`src/rtl/if_id_skid_stage.sv`:
```
// IF/ID stage with valid/ready handshakes and a 2-entry skid buffer.
// Decodes MIPS R/I/J/FP fields from the head entry; counts stall cycles.
module if_id_skid_stage #(
  parameter int          INST_W   = 32,
  parameter int          PC_W     = 32,
  parameter logic [31:0] NOP_INST = 32'h0000_0000,
  parameter int          CNT_W    = 16
) (
  input  logic              Clk,
  input  logic              Rst,
  input  logic              In_Valid,
  output logic              In_Ready,
  input  logic [PC_W-1:0]   PC_4,
  input  logic [INST_W-1:0] Inst,
  input  logic              IF_Flush,
  output logic              Out_Valid,
  input  logic              Out_Ready,
  output logic [5:0]        Op_code,
  output logic [4:0]        Rs_ID,
  output logic [4:0]        Rt_ID,
  output logic [4:0]        Rd_ID,
  output logic [4:0]        Shamt_ID,
  output logic [5:0]        Funct_ID,
  output logic [15:0]       Imm16_ID,
  output logic [25:0]       Jmp_Adrs_ID,
  output logic [4:0]        Fmt,
  output logic [4:0]        Fs,
  output logic [4:0]        Fd,
  output logic [PC_W-1:0]   PC_ID,
  output logic [CNT_W-1:0]  Stall_Cnt
);

  typedef enum logic [1:0] {
    EMPTY = 2'd0,
    ONE   = 2'd1,
    FULL  = 2'd2
  } state_t;

  state_t state, state_n;

  logic [PC_W-1:0]   h_pc, s_pc;
  logic [INST_W-1:0] h_inst, s_inst;

  logic accept, consume;
  logic load_h_in, load_h_skid, load_s;

  assign In_Ready  = (state != FULL);
  assign Out_Valid = (state != EMPTY);
  assign accept    = In_Valid & In_Ready;
  assign consume   = Out_Valid & Out_Ready;

  always_ff @(posedge Clk or posedge Rst) begin
    if (Rst) state <= EMPTY;
    else     state <= state_n;
  end

  always_comb begin
    state_n     = state;
    load_h_in   = 1'b0;
    load_h_skid = 1'b0;
    load_s      = 1'b0;
    unique case (state)
      EMPTY: begin
        if (accept) begin
          state_n   = ONE;
          load_h_in = 1'b1;
        end
      end
      ONE: begin
        if (accept && consume) begin
          load_h_in = 1'b1;
        end else if (accept) begin
          state_n = FULL;
          load_s  = 1'b1;
        end else if (consume) begin
          state_n = EMPTY;
        end
      end
      FULL: begin
        if (consume) begin
          state_n     = ONE;
          load_h_skid = 1'b1;
        end
      end
      default: state_n = EMPTY;
    endcase
    // Flush wins over any handshake in the same cycle
    if (IF_Flush) begin
      state_n     = EMPTY;
      load_h_in   = 1'b0;
      load_h_skid = 1'b0;
      load_s      = 1'b0;
    end
  end

  always_ff @(posedge Clk or posedge Rst) begin
    if (Rst) begin
      h_pc   <= '0;
      s_pc   <= '0;
      h_inst <= NOP_INST[INST_W-1:0];
      s_inst <= NOP_INST[INST_W-1:0];
    end else if (IF_Flush) begin
      h_pc   <= '0;
      s_pc   <= '0;
      h_inst <= NOP_INST[INST_W-1:0];
      s_inst <= NOP_INST[INST_W-1:0];
    end else begin
      if (load_h_in) begin
        h_pc   <= PC_4;
        h_inst <= Inst;
      end else if (load_h_skid) begin
        h_pc   <= s_pc;
        h_inst <= s_inst;
      end
      if (load_s) begin
        s_pc   <= PC_4;
        s_inst <= Inst;
      end
    end
  end

  always_ff @(posedge Clk or posedge Rst) begin
    if (Rst) begin
      Stall_Cnt <= '0;
    end else if (Out_Valid && !Out_Ready && !IF_Flush
                 && (Stall_Cnt != '1)) begin
      Stall_Cnt <= Stall_Cnt + 1'b1;
    end
  end

  assign Op_code     = h_inst[31:26];
  assign Rs_ID       = h_inst[25:21];
  assign Rt_ID       = h_inst[20:16];
  assign Rd_ID       = h_inst[15:11];
  assign Shamt_ID    = h_inst[10:6];
  assign Funct_ID    = h_inst[5:0];
  assign Imm16_ID    = h_inst[15:0];
  assign Jmp_Adrs_ID = h_inst[25:0];
  assign Fmt         = h_inst[25:21];
  assign Fs          = h_inst[15:11];
  assign Fd          = h_inst[10:6];
  assign PC_ID       = h_pc;

endmodule
```
`config.mk`:
```
export PLATFORM = sky130hd
export DESIGN_NAME = if_id_skid_stage
export DESIGN_NICKNAME = d
export VERILOG_FILES = /design/src/rtl/if_id_skid_stage.sv
export SDC_FILE = /design/constraint.sdc
export NUM_CORES = 1
export LEC_CHECK = 0
export ABC_AREA = 1
export CELL_PAD_IN_SITES_DETAIL_PLACEMENT = 1
export CELL_PAD_IN_SITES_GLOBAL_PLACEMENT = 1
export CORE_MARGIN = 8
export CORE_UTILIZATION = 38
export DETAILED_ROUTE_END_ITERATION = 10
export PLACE_DENSITY = 0.84
export SYNTH_ARGS = -nofsm -noshare
export SYNTH_HDL_FRONTEND = slang
export SYNTH_SLANG_ARGS = --single-unit
export TNS_END_PERCENT = 50
```
`constraint.sdc`:
```
create_clock -name Clk -period 7.3 [get_ports Clk]
set_input_delay 0.73 -clock Clk [delete_from_list [all_inputs] [get_ports Clk]]
set_output_delay 0.73 -clock Clk [all_outputs]
set_load 0.01 [all_outputs]
```
==> results.py, run 1 <==
metrics = {
    "clock_tree": {
        "cts.sinks": 146,
        "cts_buffers": 17,
        "htreeDepth": 4,
        "clock-root-buffer": "clkbuf_16",
        "post_cts_buffers": 0,
        "path_clk_slew_ns": 0.06,
        "clockBufferDepth": 2,
        "cts_hold_buf": 0,
        "clock_latency_ns": 0.42,
        "post_cts_resized": 0,
        "tritoncts": "built",
    },
    "synth": {
        "synth_seq_area_share": 0.5125,
        "synth-main-ff-cell": "dfrtp_1",
        "synth-edff-count": 0,
        "syn_nets": 919,
        "yosys.area.top_type": "dfrtp_1",
        "synthArstFlopShare": 1.000,
        "syn_inst": 849,
        "yosysMostFrequentCell": "nand2_1",
        "yosys-top-cells-area": "dfrtp_1 (51%), nand2_1 (14%), o211ai_1 (6.7%), buf_4 (6.1%), o21ai_0 (5.0%)",
        "synth-seq-cells": 146,
        "synth.top_cells.by_count": "nand2_1 (268), dfrtp_1 (146), inv_1 (76), o21ai_0 (71), nand3_1 (70)",
        "ys_warn_count": 0,
        "yosysTopAreaCellShare": 0.5125,
        "ys_types": 26,
        "synth.avg_cell_area_sq_um": 8.397,
        "synth_area_sq_mm": 0.007129,
    },
    "power_and_ir_drop": {
        "power.leakage_uw": 0.004347,
        "irDropWorstVdd_mv": 0.1501,
        "power_density_mw_per_mm2": 227.4,
    },
    "placement": {
        "dp_hpwl_microns": 14360,
        "gp_congestion": 0.8075,
        "io_buffers": 207,
    },
    "grt": {
        "grt_pass1_vias": 6797,
        "antenna_found_initial": 1,
        "grt_util_all_layers": 0.1876,
        "grt_max_degree": 81,
        "grt_first_pass_wirelength_microns": 35600,
        "grt_overflow": 0,
    },
    "setup_path": {
        "worst_setup_path_start_kind": "input port",
        "crit_path_end_kind": "register",
        "cp_top_family": "buffers and inverters",
        "slowest_delay_ns": 0.82,
        "crit_buf_inv": 4,
        "crit_path_top_delay_cell": "and3_2",
        "cp_cell_sequence": "clkdlybuf4s50_1 > inv_2 > nand2_2 > nand3_2 > buf_4 > and3_2 > buf_4 > nand2_1 > nand2_1",
        "required_ns": 7.65,
        "worstSetupPathType": "input port to register",
        "crit_arrival_ns": 3.58,
        "critPathMaxFanout": 59,
    },
    "timing": {
        "tightest_slew_ns": 0.8610,
        "post-route-min-period_ns": 3.228,
        "drv_slew": 0,
        "fin_crit_sh": 0.4421,
        "fmax_ghz": 0.3098,
        "slew_headroom": 0.4260,
        "hold_ws_ns": 0.4783,
        "rsz0062_at_grt": "false",
        "final_hold_viol_count": 0,
        "clock_skew_ns": 0.007310,
        "finalSetupViolCount": 0,
        "tns_ns": 0,
    },
    "detailed_routing": {
        "final_antenna_net_count": 0,
        "drtIter0Drc": 172,
        "drtPass1Iterations": 7,
        "routed_wl_microns": 21520,
        "post_drt_wl_per_cell_microns": 17.56,
        "vias_per_cell": 5.068,
        "vias": 6213,
        "drcViolationCount": 0,
    },
    "floorplan": {
        "boundaryPins": 208,
        "core-area_sq_mm": 0.01858,
        "die-height_microns": 153.0,
        "rows": 50,
        "die_w_microns": 153.0,
        "start_util": 0.3837,
        "dieArea_sq_mm": 0.02340,
    },
    "finish": {
        "areaGrowthSynthToFinish_pct": 33.03,
        "fin_nets": 1048,
        "drive_gt1_frac": 0.05752,
    },
    "outcome": {
        "outcome": "finished, final reports clean",
    },
    "job": {
        "maxCapViolations": 0,
    },
    "worst_hold_path": {
        "hold_class": "register to register",
    },
}
[state kept, by name, summed over array words and instances, names as in the netlist]
signal and cells:
s_inst 32, Stall_Cnt 16, PC_ID 32, state 2
s_pc 32, h_inst 32
[routing by layer]
layer / up-vias / track usage / wire length (microns)
met5: - / 0 / 0
met1: 3090 / 0.2080 / 8993
met4: 0 / 0.07964 / 577
li1: 2936 / - / -
met2: 156 / 0.3387 / 10930
met3: 31 / 0.04398 / 1020
[layout make-up]
class                      count  area [sq um]
clock buffer                  18         439.2
tap                          234         292.8
multi-input combinational    517          2499
antenna                        1         2.502
inverter                      81         309.0
timing repair buffer         215          2132
fill                        2185          9096
sequential                   146          3654
clock inverter                14         156.4
[power by group]
group | switching [uW] | total, uW | internal, uW | leakage [uW]
logic | 199 | 377 | 178 | 0.00207
clock network | 363 | 880 | 516 | 0.000279
registers | 41.7 | 900 | 858 | 0.00199
total | 604 | 2160 | 1550 | 0.00435
[cells in the final DEF, fill, tap and decap left out, drive strengths merged, types with 5 or more instances in the layout]
cell           synthesis  layout
nand2                270     270
clkdlybuf4s50          0     207
dfrtp                146     146
inv                   80      82
o21ai                 73      73
nand3                 72      72
o211ai                64      64
nor2                  21      21
clkbuf                19      18
buf                   86       8
xnor2                  7       7
clkinv                 1       7
nand4                  5       5
[through the flow]
stage | utilization | cell area, sq um | setup slack, ns | instances | power, uW
floorplan | - | 7129 | 2.647 | 849 | 1109
global placement | 0.4782 | 8886 | 3.768 | 1193 | 1287
detailed placement | 0.4782 | 8886 | 3.615 | 1193 | 1297
CTS | 0.5103 | 9482 | 4.059 | 1225 | 2185
global route | 0.5104 | 9484 | 3.868 | 1226 | 2256
finish | 0.5104 | 9484 | 4.072 | 1226 | 2156
[final timing paths]
kind                           start          to  slack [ns]  cells after the start
hold reg to reg             PC_ID[4]    PC_ID[4]        0.48                      2
min in group asynchronous        Rst  h_inst[22]        0.81                      2
hold / removal              PC_ID[4]    PC_ID[4]        0.48                      2
setup / recovery           Out_Ready   PC_ID[28]        4.07                      9
setup reg to reg            state[0]   PC_ID[28]        4.47                      7
max in group asynchronous        Rst  s_inst[10]        5.04                      3
[logic make-up (layout without fill, tap and decap cells)]
family | count (synthesis) | in the layout | share of synthesized area
AOI/OAI and AO/OA | 139 | 139 | 0.1244
xor gates and xnor gates | 8 | 8 | 0.009828
adders and majority gates | 1 | 1 | 0.001755
buffers and inverters | 186 | 328 | 0.1393
DFF | 146 | 146 | 0.5125
other | 0 | 1 | 0
and+or+nand+nor | 369 | 369 | 0.2122
[worst min-delay path, cell delays in order (launching register included)]
cell and delay [ns]:
dfrtp_1 0.34, nand2_1 0.05, nand2_1 0.05
Power figures use the tool's default switching activity.
==> run 2: changes to the inputs <==
--- a/config.mk
+++ b/config.mk
@@ -9,9 +9,9 @@
 export CELL_PAD_IN_SITES_DETAIL_PLACEMENT = 1
 export CELL_PAD_IN_SITES_GLOBAL_PLACEMENT = 1
 export CORE_MARGIN = 8
-export CORE_UTILIZATION = 38
+export CORE_UTILIZATION = 31
 export DETAILED_ROUTE_END_ITERATION = 10
-export PLACE_DENSITY = 0.84
+export PLACE_DENSITY = 0.73
 export SYNTH_ARGS = -nofsm -noshare
 export SYNTH_HDL_FRONTEND = slang
 export SYNTH_SLANG_ARGS = --single-unit
==> constraint.sdc (replaced) <==
create_clock -name Clk -period 2.7 [get_ports Clk]
set_input_delay 0.27 -clock Clk [delete_from_list [all_inputs] [get_ports Clk]]
set_output_delay 0.27 -clock Clk [all_outputs]
set_load 0.01 [all_outputs]
==> results.py, run 2 (synthesis results as in run 1) <==
metrics = {
    "timing": {
        "slew_headroom": 0.5464,
        "fin_crit_sh": 0.7316,
        "fmax_ghz": 0.5063,
        "tns_ns": 0,
        "drv_slew": 0,
        "tightest_slew_ns": 0.6790,
        "setup_ws_ns": 0.7247,
        "hold_ws_ns": 0.3309,
        "clock_skew_ns": 0.01162,
        "post-route-min-period_ns": 1.975,
        "rsz0062_at_grt": "false",
        "final_hold_viol_count": 0,
        "finalSetupViolCount": 0,
    },
    "setup_path": {
        "r2r_cells": 8,
        "cp_common_cell": "nand2_1",
        "worst_setup_path_start_kind": "register",
        "crit_path_top_delay_cell": "o21ai_4",
        "slowest_delay_ns": 0.48,
        "crit_path_end_kind": "register",
        "crit_buf_inv": 2,
        "cp_cell_sequence": "ha_1 > nand3_2 > clkinv_1 > nand2_2 > o21ai_4 > inv_2 > nand2_1 > nand2_1",
        "critPathMaxFanout": 19,
        "worstSetupPathType": "register to register",
        "cp_top_family": "compound AO/OA/AOI/OAI gates",
        "path_depth": 8,
        "required_ns": 3.02,
        "crit_arrival_ns": 2.29,
    },
    "floorplan": {
        "core-area_sq_mm": 0.02264,
        "boundaryPins": 208,
        "rows": 55,
        "die_w_microns": 167.7,
        "dieArea_sq_mm": 0.02811,
        "start_util": 0.3149,
        "die-height_microns": 167.7,
    },
    "grt": {
        "grt_first_pass_wirelength_microns": 36270,
        "grt_util_all_layers": 0.1600,
        "grt_pass1_vias": 6721,
        "antenna_found_initial": 0,
        "grt_overflow": 0,
        "grt_max_degree": 65,
    },
    "power_and_ir_drop": {
        "irDropWorstVdd_mv": 0.3907,
        "power_density_mw_per_mm2": 609.0,
        "power.leakage_uw": 0.004441,
    },
    "placement": {
        "io_buffers": 207,
        "dp_hpwl_microns": 15560,
        "place_ws_ns": 0.4538,
        "gp_congestion": 0.7550,
    },
    "clock_tree": {
        "cts_buffers": 17,
        "cts.sinks": 146,
        "path_clk_slew_ns": 0.07,
        "clockBufferDepth": 2,
        "tritoncts": "built",
        "post_cts_resized": 0,
        "cts_hold_buf": 0,
        "clock-root-buffer": "clkbuf_16",
        "post_cts_buffers": 0,
        "clock_latency_ns": 0.42,
        "htreeDepth": 4,
    },
    "detailed_routing": {
        "vias_per_cell": 4.782,
        "drcViolationCount": 0,
        "vias": 6174,
        "routed_wl_microns": 22120,
        "post_drt_wl_per_cell_microns": 17.13,
        "drtPass1Iterations": 4,
        "drtIter0Drc": 284,
        "final_antenna_net_count": 0,
    },
    "outcome": {
        "outcome": "finished, final reports clean",
    },
    "finish": {
        "mostFrequentLayoutCells": "nand2_1 (268), clkdlybuf4s50_1 (207), dfrtp_1 (146)",
        "final_common_cell": "nand2_1",
        "fin_nets": 1062,
        "areaGrowthSynthToFinish_pct": 36.71,
        "drive_gt1_frac": 0.06866,
        "final_util": 0.4305,
    },
    "job": {
        "maxCapViolations": 0,
    },
    "worst_hold_path": {
        "hold_class": "input port to async pin",
    },
}
==> run 2: cell count changes in the layout (fill, tap and decap cells not counted), moves of 2 or more <==
cell,change
clkbuf_1,+2
clkinv_4,-4
buf_12,+7
buf_4,+7
==> run 2: per-layer routing <==
metal	share of wire	track usage	up-vias
li1	-	-	2972
met4	0.012	0.04387	0
met3	0.050	0.04303	18
met2	0.49	0.2762	138
met5	0	0	-
met1	0.45	0.1934	3046
==> run 2: final timing paths <==
| check | end | startpoint | slack, ns |
|---|---|---|---|
| worst min-delay path | s_pc[27] | Rst | 0.33 |
| worst max-delay path | Stall_Cnt[9] | Stall_Cnt[0] | 0.72 |
| max in group asynchronous | h_inst[15] | Rst | 1.76 |
| worst max register to register | Stall_Cnt[9] | Stall_Cnt[0] | 0.72 |
| min in group Clk | s_pc[13] | PC_4[13] | 0.47 |
| worst min register to register | PC_ID[7] | PC_ID[7] | 0.48 |
==> run 2: final cells by class <==
type / instances / area [sq um]
Fill cell: 2640 / 12890
Sequential cell: 146 / 3654
Multi-Input combinational cell: 517 / 2499
Timing Repair Buffer: 229 / 2325
Clock buffer: 20 / 446.7
Tap cell: 285 / 356.6
Inverter: 81 / 307.8
Clock inverter: 12 / 156.4
Antenna cell: 1 / 2.502
==> run 2: report_power, final <==
part | total [uW] | switching [uW] | internal [uW]
logic | 1060 | 545 | 511
clock network | 2450 | 965 | 1480
registers | 2430 | 112 | 2320
==> run 2: stage by stage <==
stage                     total power, uW  area (sq um)  std cells
after floorplan                      2998          7133        849
after global placement               3525          9141       1258
after detailed placement             3546          9141       1258
after CTS                            6022          9744       1290
after global routing                 6222          9744       1290
final                                5935          9747       1291
